$ cat src/rtl/qcldpc_pkg.sv
// Shared types, default widths and helpers for the QC-LDPC encoder control path.
package qcldpc_pkg;

  typedef enum logic [1:0] {IDLE, LOAD, DRAIN, EMIT} seq_state_t;

  localparam int unsigned NUM_Z_DEF    = 3;
  localparam int unsigned NUM_INFO_DEF = 20;
  localparam int unsigned NUM_PAR_DEF  = 4;

  localparam int unsigned ZIDX_W = $clog2(NUM_Z_DEF);
  localparam int unsigned COL_W  = $clog2(NUM_INFO_DEF);
  localparam int unsigned ADDR_W = $clog2(NUM_Z_DEF * NUM_INFO_DEF);
  localparam int unsigned PSEL_W = $clog2(NUM_PAR_DEF);

  localparam int unsigned Z_VALUES [NUM_Z_DEF] = '{27, 54, 81};

  // Highest set bit wins; callers qualify the result with a one-hot check.
  function automatic int unsigned onehot_to_idx(input logic [31:0] v);
    int unsigned idx;
    idx = 0;
    for (int unsigned i = 0; i < 32; i++) begin
      if (v[i]) idx = i;
    end
    return idx;
  endfunction

endpackage

$ cat src/rtl/qcldpc_onehot_enc.sv
// One-hot legality check and binary index encode for a lifting-size select.
module qcldpc_onehot_enc
  import qcldpc_pkg::*;
#(
  parameter int unsigned N = NUM_Z_DEF,
  parameter int unsigned W = ZIDX_W
) (
  input  logic [N-1:0] req,
  output logic         onehot,
  output logic [W-1:0] idx
);

  assign onehot = $onehot(req);
  assign idx    = W'(onehot_to_idx(32'(req)));

endmodule

$ cat src/rtl/qcldpc_encode_sequencer.sv
// Codeword sequencer: info-block intake, pipeline drain, parity-block emission,
// with ROM addressing and accumulator strobes for the rotate/accumulate lanes.
module qcldpc_encode_sequencer
  import qcldpc_pkg::*;
#(
  parameter int unsigned NUM_Z         = NUM_Z_DEF,
  parameter int unsigned NUM_INFO_BLKS = NUM_INFO_DEF,
  parameter int unsigned NUM_PAR_BLKS  = NUM_PAR_DEF,
  parameter int unsigned PIPE_LAT      = 2
) (
  input  logic                                   CLK,
  input  logic                                   rst_n,
  input  logic                                   start,
  input  logic [NUM_Z-1:0]                       req_z,
  output logic                                   busy,
  output logic                                   cfg_err,
  output logic [$clog2(NUM_Z)-1:0]               z_idx,
  input  logic                                   in_valid,
  output logic                                   in_ready,
  output logic [$clog2(NUM_INFO_BLKS)-1:0]       col_idx,
  output logic [$clog2(NUM_Z*NUM_INFO_BLKS)-1:0] rom_addr,
  output logic                                   dp_acc_en,
  output logic                                   dp_acc_clr,
  output logic                                   par_valid,
  input  logic                                   par_ready,
  output logic [$clog2(NUM_PAR_BLKS)-1:0]        par_sel,
  output logic                                   par_last,
  output logic                                   done
);

  localparam int unsigned ZW = $clog2(NUM_Z);
  localparam int unsigned CW = $clog2(NUM_INFO_BLKS);
  localparam int unsigned AW = $clog2(NUM_Z * NUM_INFO_BLKS);
  localparam int unsigned PW = $clog2(NUM_PAR_BLKS);
  localparam int unsigned DW = (PIPE_LAT > 1) ? $clog2(PIPE_LAT) : 1;

  localparam logic [CW-1:0] LAST_COL = CW'(NUM_INFO_BLKS - 1);
  localparam logic [PW-1:0] LAST_PAR = PW'(NUM_PAR_BLKS - 1);

  seq_state_t    state;
  logic [DW-1:0] drain_cnt;
  logic          cfg_ok;
  logic [ZW-1:0] req_idx;

  qcldpc_onehot_enc #(.N(NUM_Z), .W(ZW)) u_enc (
    .req    (req_z),
    .onehot (cfg_ok),
    .idx    (req_idx)
  );

  assign busy       = (state != IDLE);
  assign in_ready   = (state == LOAD);
  assign par_valid  = (state == EMIT);
  assign par_last   = par_valid && (par_sel == LAST_PAR);
  assign dp_acc_en  = in_valid && in_ready;
  assign dp_acc_clr = dp_acc_en && (col_idx == '0);
  assign rom_addr   = AW'(z_idx * NUM_INFO_BLKS + col_idx);

  always_ff @(posedge CLK or negedge rst_n) begin
    if (!rst_n) begin
      state     <= IDLE;
      z_idx     <= '0;
      col_idx   <= '0;
      par_sel   <= '0;
      drain_cnt <= '0;
      cfg_err   <= 1'b0;
      done      <= 1'b0;
    end else begin
      cfg_err <= 1'b0;
      done    <= 1'b0;
      case (state)
        IDLE: begin
          if (start) begin
            if (cfg_ok) begin
              state   <= LOAD;
              z_idx   <= req_idx;
              col_idx <= '0;
            end else begin
              cfg_err <= 1'b1;
            end
          end
        end
        LOAD: begin
          if (in_valid) begin
            col_idx <= col_idx + CW'(1);
            if (col_idx == LAST_COL) begin
              // A zero-latency datapath is already stable, so skip DRAIN entirely.
              if (PIPE_LAT == 0) begin
                state <= EMIT;
              end else begin
                state     <= DRAIN;
                drain_cnt <= DW'(PIPE_LAT - 1);
              end
            end
          end
        end
        DRAIN: begin
          if (drain_cnt == '0) state <= EMIT;
          else drain_cnt <= drain_cnt - DW'(1);
        end
        EMIT: begin
          if (par_ready) begin
            if (par_sel == LAST_PAR) begin
              state   <= IDLE;
              par_sel <= '0;
              done    <= 1'b1;
            end else begin
              par_sel <= par_sel + PW'(1);
            end
          end
        end
        default: state <= IDLE;
      endcase
    end
  end

endmodule

$ cat config.mk
export PLATFORM = sky130hd
export DESIGN_NAME = qcldpc_encode_sequencer
export DESIGN_NICKNAME = d
export VERILOG_FILES = /design/src/rtl/qcldpc_pkg.sv /design/src/rtl/qcldpc_onehot_enc.sv /design/src/rtl/qcldpc_encode_sequencer.sv
export SDC_FILE = /design/constraint.sdc
export NUM_CORES = 1
export LEC_CHECK = 0
export ABC_AREA = 1
export BUFFER_PORTS_ARGS = -buffer_cell sky130_fd_sc_hd__buf_2
export CAP_MARGIN = 20
export CELL_PAD_IN_SITES_DETAIL_PLACEMENT = 1
export CELL_PAD_IN_SITES_GLOBAL_PLACEMENT = 1
export CORE_MARGIN = 2
export CORE_UTILIZATION = 30
export CTS_CLUSTER_SIZE = 40
export DETAILED_ROUTE_END_ITERATION = 7
export PLACE_DENSITY = 0.67
export SLEW_MARGIN = 10
export SYNTH_ARGS = -nofsm -noshare
export SYNTH_HDL_FRONTEND = slang
export SYNTH_HIERARCHICAL = 1
export SYNTH_SLANG_ARGS = --single-unit
$ cat constraint.sdc
create_clock -name CLK -period 1.6 [get_ports CLK]
set_clock_uncertainty 0.05 [all_clocks]
set_input_delay 0.16 -clock CLK [delete_from_list [all_inputs] [get_ports CLK]]
set_output_delay 0.16 -clock CLK [all_outputs]
set_load 0.02 [all_outputs]
== Word level (Yosys, flattened, before mapping) ==
Index checks and enable logic that the tools add are counted.

* Output and inout port bits: 23
* Memories: 0
* Bits in registers: 14
* Word-level logic and storage cells: 65
* Bits of input ports: 8
* Memory bits (read-only): 0
* Bits in latches: 0
* RAM bits: 0

* Reductions and logical operators: 13
* $mul: 1
* Divide/modulo/power cells: 0
* Shift-type cells: 0
* $add $sub $neg: 6
* Bitwise logic cells: 0
* Muxes and demuxes: 25
* Order comparisons: 0
* Equality and inequality tests: 13

{| class="wikitable"
|+ Operator list
! operator !! number
|-
| 2-bit 2-to-1 mux || 9
|-
| 5-bit 2-to-1 mux || 3
|-
| 1-bit 2-to-1 mux || 10
|-
| 5-bit one-hot mux with 2 select lines || 1
|-
| 2-bit != test, second input constant || 4
|-
| 2-bit one-hot mux with 4 select lines || 1
|-
| 7-bit AND reduction || 1
|-
| 6-bit by 5-bit adder with 6-bit output || 1
|-
| 2-bit equality test, second input constant || 3
|-
| 2-bit by 1-bit != test with 1-bit output, second input constant || 3
|-
| 3-bit AND reduction || 2
|-
| 2-bit nonzero test || 3
|-
| 5-bit by 1-bit adder with 5-bit output, second input constant || 1
|-
| 5-bit equality test, second input constant || 1
|-
| 5-bit logical NOT || 1
|-
| 2-bit by 1-bit equality test with 1-bit output, second input constant || 2
|-
| 2-bit by 3-bit multiplier with 4-bit output, second input constant || 1
|-
| 4-bit AND reduction || 1
|-
| 1-bit logical AND || 3
|-
| 1-bit by 1-bit adder with 2-bit output || 1
|-
| 2-bit by 1-bit adder with 2-bit output || 1
|-
| 2-bit by 1-bit adder with 2-bit output, second input constant || 1
|-
| 2-bit logical NOT || 1
|-
| 1-bit one-hot mux with 2 select lines || 1
|-
| 2 further kinds || 2
|}

== Depth between registers and ports, before layout ==
* Word-level depth: 6
* Depth in mapped cells: 10
* Gate-level depth less buffers: 10

== Hierarchy ==
The synthesis kept the hierarchy.

{| class="wikitable"
|+ Modules (own cells, without submodules)
! module !! area each (um2) !! times used !! cells an instance
|-
| qcldpc_encode_sequencer || 939.7 || 1 || 114
|-
| qcldpc_onehot_enc || 47.5 || 1 || 6
|}

== Worst setup path after synthesis ==
No wires, ideal clock.

* Kind: register -> output
* Start: register col_idx[2]
* End: output rom_addr[4]
* Stages on the path, launching flop included: 5
* Setup slack: -0.098 ns
* Data required time: 1.390 ns
* Arrival: 1.488 ns
* Cell sequence: dfrtp_1 -> ha_1 -> inv_1 -> fa_1 -> xnor2_1

* Cells in the longest elaborated chain, start to end: 1

{| class="wikitable"
|+ RTL lines
! item !! RTL line !! RTL
|-
| from (decl) || qcldpc_encode_sequencer.sv:20 || <nowiki>output logic [$clog2(NUM_INFO_BLKS)-1:0] col_idx,</nowiki>
|-
| from (signal assigned) || qcldpc_encode_sequencer.sv:85 || <nowiki>col_idx <= col_idx + CW'(1);</nowiki>
|-
| 6-bit by 5-bit adder with 6-bit output || qcldpc_encode_sequencer.sv:57 || <nowiki>assign rom_addr = AW'(z_idx * NUM_INFO_BLKS + col_idx);</nowiki>
|-
| to (decl) || qcldpc_encode_sequencer.sv:21 || <nowiki>output logic [$clog2(NUM_Z*NUM_INFO_BLKS)-1:0] rom_addr,</nowiki>
|}

Every way passes these cells.

== Worst setup path in the final report ==
* Start: register z_idx[0]
* End: output rom_addr[5]

* Cells in the longest elaborated chain, start to end: 2

{| class="wikitable"
|+ RTL lines
! item !! RTL line !! RTL
|-
| from (decl) || qcldpc_encode_sequencer.sv:17 || <nowiki>output logic [$clog2(NUM_Z)-1:0] z_idx,</nowiki>
|-
| from (signal assigned) || qcldpc_encode_sequencer.sv:76 || <nowiki>z_idx <= req_idx;</nowiki>
|-
| 2-bit by 3-bit multiplier with 4-bit output || qcldpc_encode_sequencer.sv:57 ||
|-
| 6-bit by 5-bit adder with 6-bit output || qcldpc_encode_sequencer.sv:57 ||
|}

Every way passes these cells.

==> flow_summary.ini <==
[worst_hold_path]
min-delay-start = start
min_to = cfg_err$_DFF_PN0_
whs_path_depth = 3
hold_path_class = input port to flip-flop

[routing]
via_per_inst = 4.48
detail_route.wirelength_um = 2450
ant_nets = 0
dr.pass1.iters = 4
post_drt_wl_per_cell_um = 11.8
drt_drc_violations_left = 0
dr.first_iter.drc_count = 19
dr_total_vias = 931

[critical_path]
start_kind = flip-flop
crit_required_ns = 1.39
max_stage_delay_ns = 0.43
path_buf_inv = 2
reg2reg_slack_ns = 0.18
rr_startpoint = state[1]$_DFFE_PN0P_
critPathKind = flip-flop to output pin
worst-path-max-fanout = 4
critPathSlowestCell = sky130_fd_sc_hd__dfrtp_1
crit_path_cell_trace = buf_6, ha_4, a21oi_2, nand2_1, xor2_1, buf_4
critical_path_arrival_ns = 1.62
timing.critical_path.max_delay_family = flip-flops
worst-path-stages = 6
rr_worst_depth = 8
critical_path.reg2reg.endpoint = state[0]$_DFFE_PN0P_
cp-end-kind = output pin

[clock_network]
tritoncts.num_buffers = 3
h-tree-depth = 1
cts_sinks = 14
clock_latency_on_the_worst_skew_pair_ns = 0.28
clk_pin_slew_worst_paths_ns = 0.09
clock-root-buffer = sky130_fd_sc_hd__clkbuf_4
tritoncts_clock_tree = built
clk_path_buf_depth = 2

[synth]
synth.lib_cells_used.distinct = 23
synth_area_leader_cell = sky130_fd_sc_hd__dfrtp_1
netlist_area_um2 = 987
synth.net_count = 141
syn_avg_cell_area_um2 = 8.23
synth_seq_cells = 14
synth-seq-area-share = 0.355
yosysWarningCount = 6
synth_top_cell_area_share = 0.355
synthTopCellsByArea = sky130_fd_sc_hd__dfrtp_1, sky130_fd_sc_hd__ha_1, sky130_fd_sc_hd__nand2_1, sky130_fd_sc_hd__inv_1, sky130_fd_sc_hd__nand3_1
postSynthCellCount = 120

[floorplan]
floorplan.rows = 20
initial_core_util = 0.318
placeableCoreArea_mm2 = 0.00310
die_area_mm2 = 0.00377
ios = 31
die_h_um = 61.4
dieWidth_um = 61.4

[sta]
hold_ws_ns = 0.0799
transition_at_the_pin_with_the_smallest_max_transition_slack_ns = 0.358
post-route-period-util = 1.14
rsz0062_at_grt = yes
worst_slew_margin_rel = 0.761
setup-violations-final = 3
layout_setup_ws_ns = -0.225
timing_max_transition_violations_final = 0
fmax_mhz = 548
report.final.hold_viol_count = 0
period_minus_slack_ns = 1.83

[run]
timing.max_cap.violations = 0

[placed_design]
gp_congestion = 0.697
placed_cells_incl_taps = 198
port_buffers = 30
detailedPlacementHpwl_um = 1900

[pwr]
worst_ir_drop_vdd_mv = 0.623
power.leakage_nw = 0.756
power_per_cell_area_mw_per_mm2 = 1700

[global_routing]
vias_in_the_first_global_route = 944
first_pass_grt_wire_length_um = 4000
grt_remaining_overflow = 0
globalRouteTotalUtil = 0.146
grt_start_max_net_pins = 15
initial_antenna_violation_count = 0

[status]
outcome = finished with violations
failed_checks = negative setup slack

[final_layout]
fillers = 410
drive_above_1_share = 0.445
insertedDiodeCount = 0
ff_latch_area_um2 = 355
multi_input_comb_area_um2 = 599
synthToLayoutAreaGrowth_pct = 40.7
finish.cell_count_without_fillers = 208
finalNetCount = 187
[registers in the layout, summed over array words and instances (netlist names)]
signal	count
cfg_err	1
col_idx	5
done	1
drain_cnt	1
par_sel	2
state	2
z_idx	2
[layer usage]
metal  up-vias  part of all wire  track usage
li1        466                 -            -
met1       439              0.41        0.159
met2        22              0.54        0.278
met3         4             0.034       0.0252
met4         0             0.011       0.0547
met5         -                 0            0
[per-stage QoR]
| stage | setup TNS [ns] | power, mW | util | worst slack (ns) | cell area [µm²] |
|---|---|---|---|---|---|
| 3_3_place_gp | -0.0747 | 1.89 | 0.395 | -0.0196 | 1230 |
| 3_5_place_dp | -0.546 | 1.94 | 0.395 | -0.0882 | 1230 |
| 6_report | -0.637 | 2.37 | 0.448 | -0.225 | 1390 |
| 5_1_grt | -0.840 | 2.59 | 0.448 | -0.319 | 1390 |
| 4_1_cts | -0.593 | 2.27 | 0.426 | -0.216 | 1320 |
| 2_1_floorplan | -0.00102 | 1.54 | - | -0.00102 | 995 |
[kinds of logic (layout without fill, tap and decap cells)]
family                   after synthesis  count (layout)  synth area share
XOR/XNOR                               2               2            0.0177
AO/OA/AOI/OAI                         10              10            0.0634
buffers and inverters                 22              66             0.103
flip-flops                            14              14             0.355
AND/OR/NAND/NOR                       58              58             0.270
multiplexers                           1               1            0.0114
adder cells (fa/ha/maj)               13              13             0.180
[synth_stat cells]
cell                        n
sky130_fd_sc_hd__nand2_1   28
sky130_fd_sc_hd__nand3_1   12
sky130_fd_sc_hd__or2_2      2
sky130_fd_sc_hd__nor2_2     4
sky130_fd_sc_hd__mux2_1     1
sky130_fd_sc_hd__fa_1       2
sky130_fd_sc_hd__ha_1      11
sky130_fd_sc_hd__nand2_2    3
sky130_fd_sc_hd__o211ai_2   1
sky130_fd_sc_hd__nor2_1     6
sky130_fd_sc_hd__o21a_1     1
sky130_fd_sc_hd__nand3_2    1
sky130_fd_sc_hd__inv_1     18
sky130_fd_sc_hd__buf_6      1
sky130_fd_sc_hd__o21ai_0    1
sky130_fd_sc_hd__dfrtp_1   14
sky130_fd_sc_hd__nand4_1    2
sky130_fd_sc_hd__o21bai_1   1
sky130_fd_sc_hd__xor2_1     1
sky130_fd_sc_hd__o21ai_1    3
sky130_fd_sc_hd__a21oi_1    3
sky130_fd_sc_hd__xnor2_1    1
sky130_fd_sc_hd__buf_4      3
[power by group]
| part | leakage, nW | switching [mW] | internal, mW | total [mW] |
|---|---|---|---|---|
| clock network | 0.0138 | 0.117 | 0.0873 | 0.204 |
| logic | 0.566 | 0.900 | 0.647 | 1.55 |
| registers | 0.176 | 0.139 | 0.476 | 0.615 |
| total | 0.756 | 1.16 | 1.21 | 2.37 |
[worst max-delay path by stage]
stage / from / end / slack [ns]
after floorplan: col_idx[4]$_DFFE_PN0P_ / rom_addr[5] / -0.001
after global placement: req_z[0] / state[0]$_DFFE_PN0P_ / -0.02
after detailed placement: req_z[0] / col_idx[0]$_DFFE_PN0P_ / -0.09
after CTS: z_idx[0]$_DFFE_PN0P_ / rom_addr[3] / -0.22
after global routing: z_idx[0]$_DFFE_PN0P_ / rom_addr[5] / -0.32
final: z_idx[0]$_DFFE_PN0P_ / rom_addr[5] / -0.23
[area by class of cell]
cell class | count | share of cell area
timing repair buffer | 45 | 0.206
clock buffer | 3 | 0.0162
sequential | 14 | 0.256
tap | 44 | 0.0396
inverter | 18 | 0.0505
multi-input combinational | 84 | 0.432
[placed cells by master (no fill, tap or decap), types with 2 or more instances in the layout]
cell                       count
sky130_fd_sc_hd__buf_6         3
sky130_fd_sc_hd__ha_4          3
sky130_fd_sc_hd__nand3_1      11
sky130_fd_sc_hd__nand2_1      28
sky130_fd_sc_hd__ha_1          7
sky130_fd_sc_hd__nor2_2        3
sky130_fd_sc_hd__dfrtp_2       4
sky130_fd_sc_hd__nand4_1       2
sky130_fd_sc_hd__a21oi_1       2
sky130_fd_sc_hd__or2_2         2
sky130_fd_sc_hd__buf_2        26
sky130_fd_sc_hd__nand3_2       2
sky130_fd_sc_hd__nor2_1        6
sky130_fd_sc_hd__clkbuf_4      3
sky130_fd_sc_hd__dfrtp_1      10
sky130_fd_sc_hd__buf_4        15
sky130_fd_sc_hd__o21ai_1       3
sky130_fd_sc_hd__inv_1        15
sky130_fd_sc_hd__inv_2         2
sky130_fd_sc_hd__nand2_2       3
[worst register-to-register path, cell delays in order, from the launching register on]
cell and delay (ns):
sky130_fd_sc_hd__dfrtp_2 0.44, sky130_fd_sc_hd__buf_4 0.14, sky130_fd_sc_hd__ha_1 0.23, sky130_fd_sc_hd__nand2_1 0.08, sky130_fd_sc_hd__nand2_1 0.06, sky130_fd_sc_hd__nor2_2 0.12, sky130_fd_sc_hd__nand2_1 0.09, sky130_fd_sc_hd__nand2_1 0.06
sky130_fd_sc_hd__nand2_1 0.05
[timing repair]
action,in CTS,in global routing
hold buffers,1,0
endpoints found under the hold margin,14,0
endpoints found under the setup margin,6,9
gates cloned,0,0
resized for setup,13,12
pin swaps,2,5
buffers inserted,2,4
No activity file was read; power rests on OpenSTA's default activity.
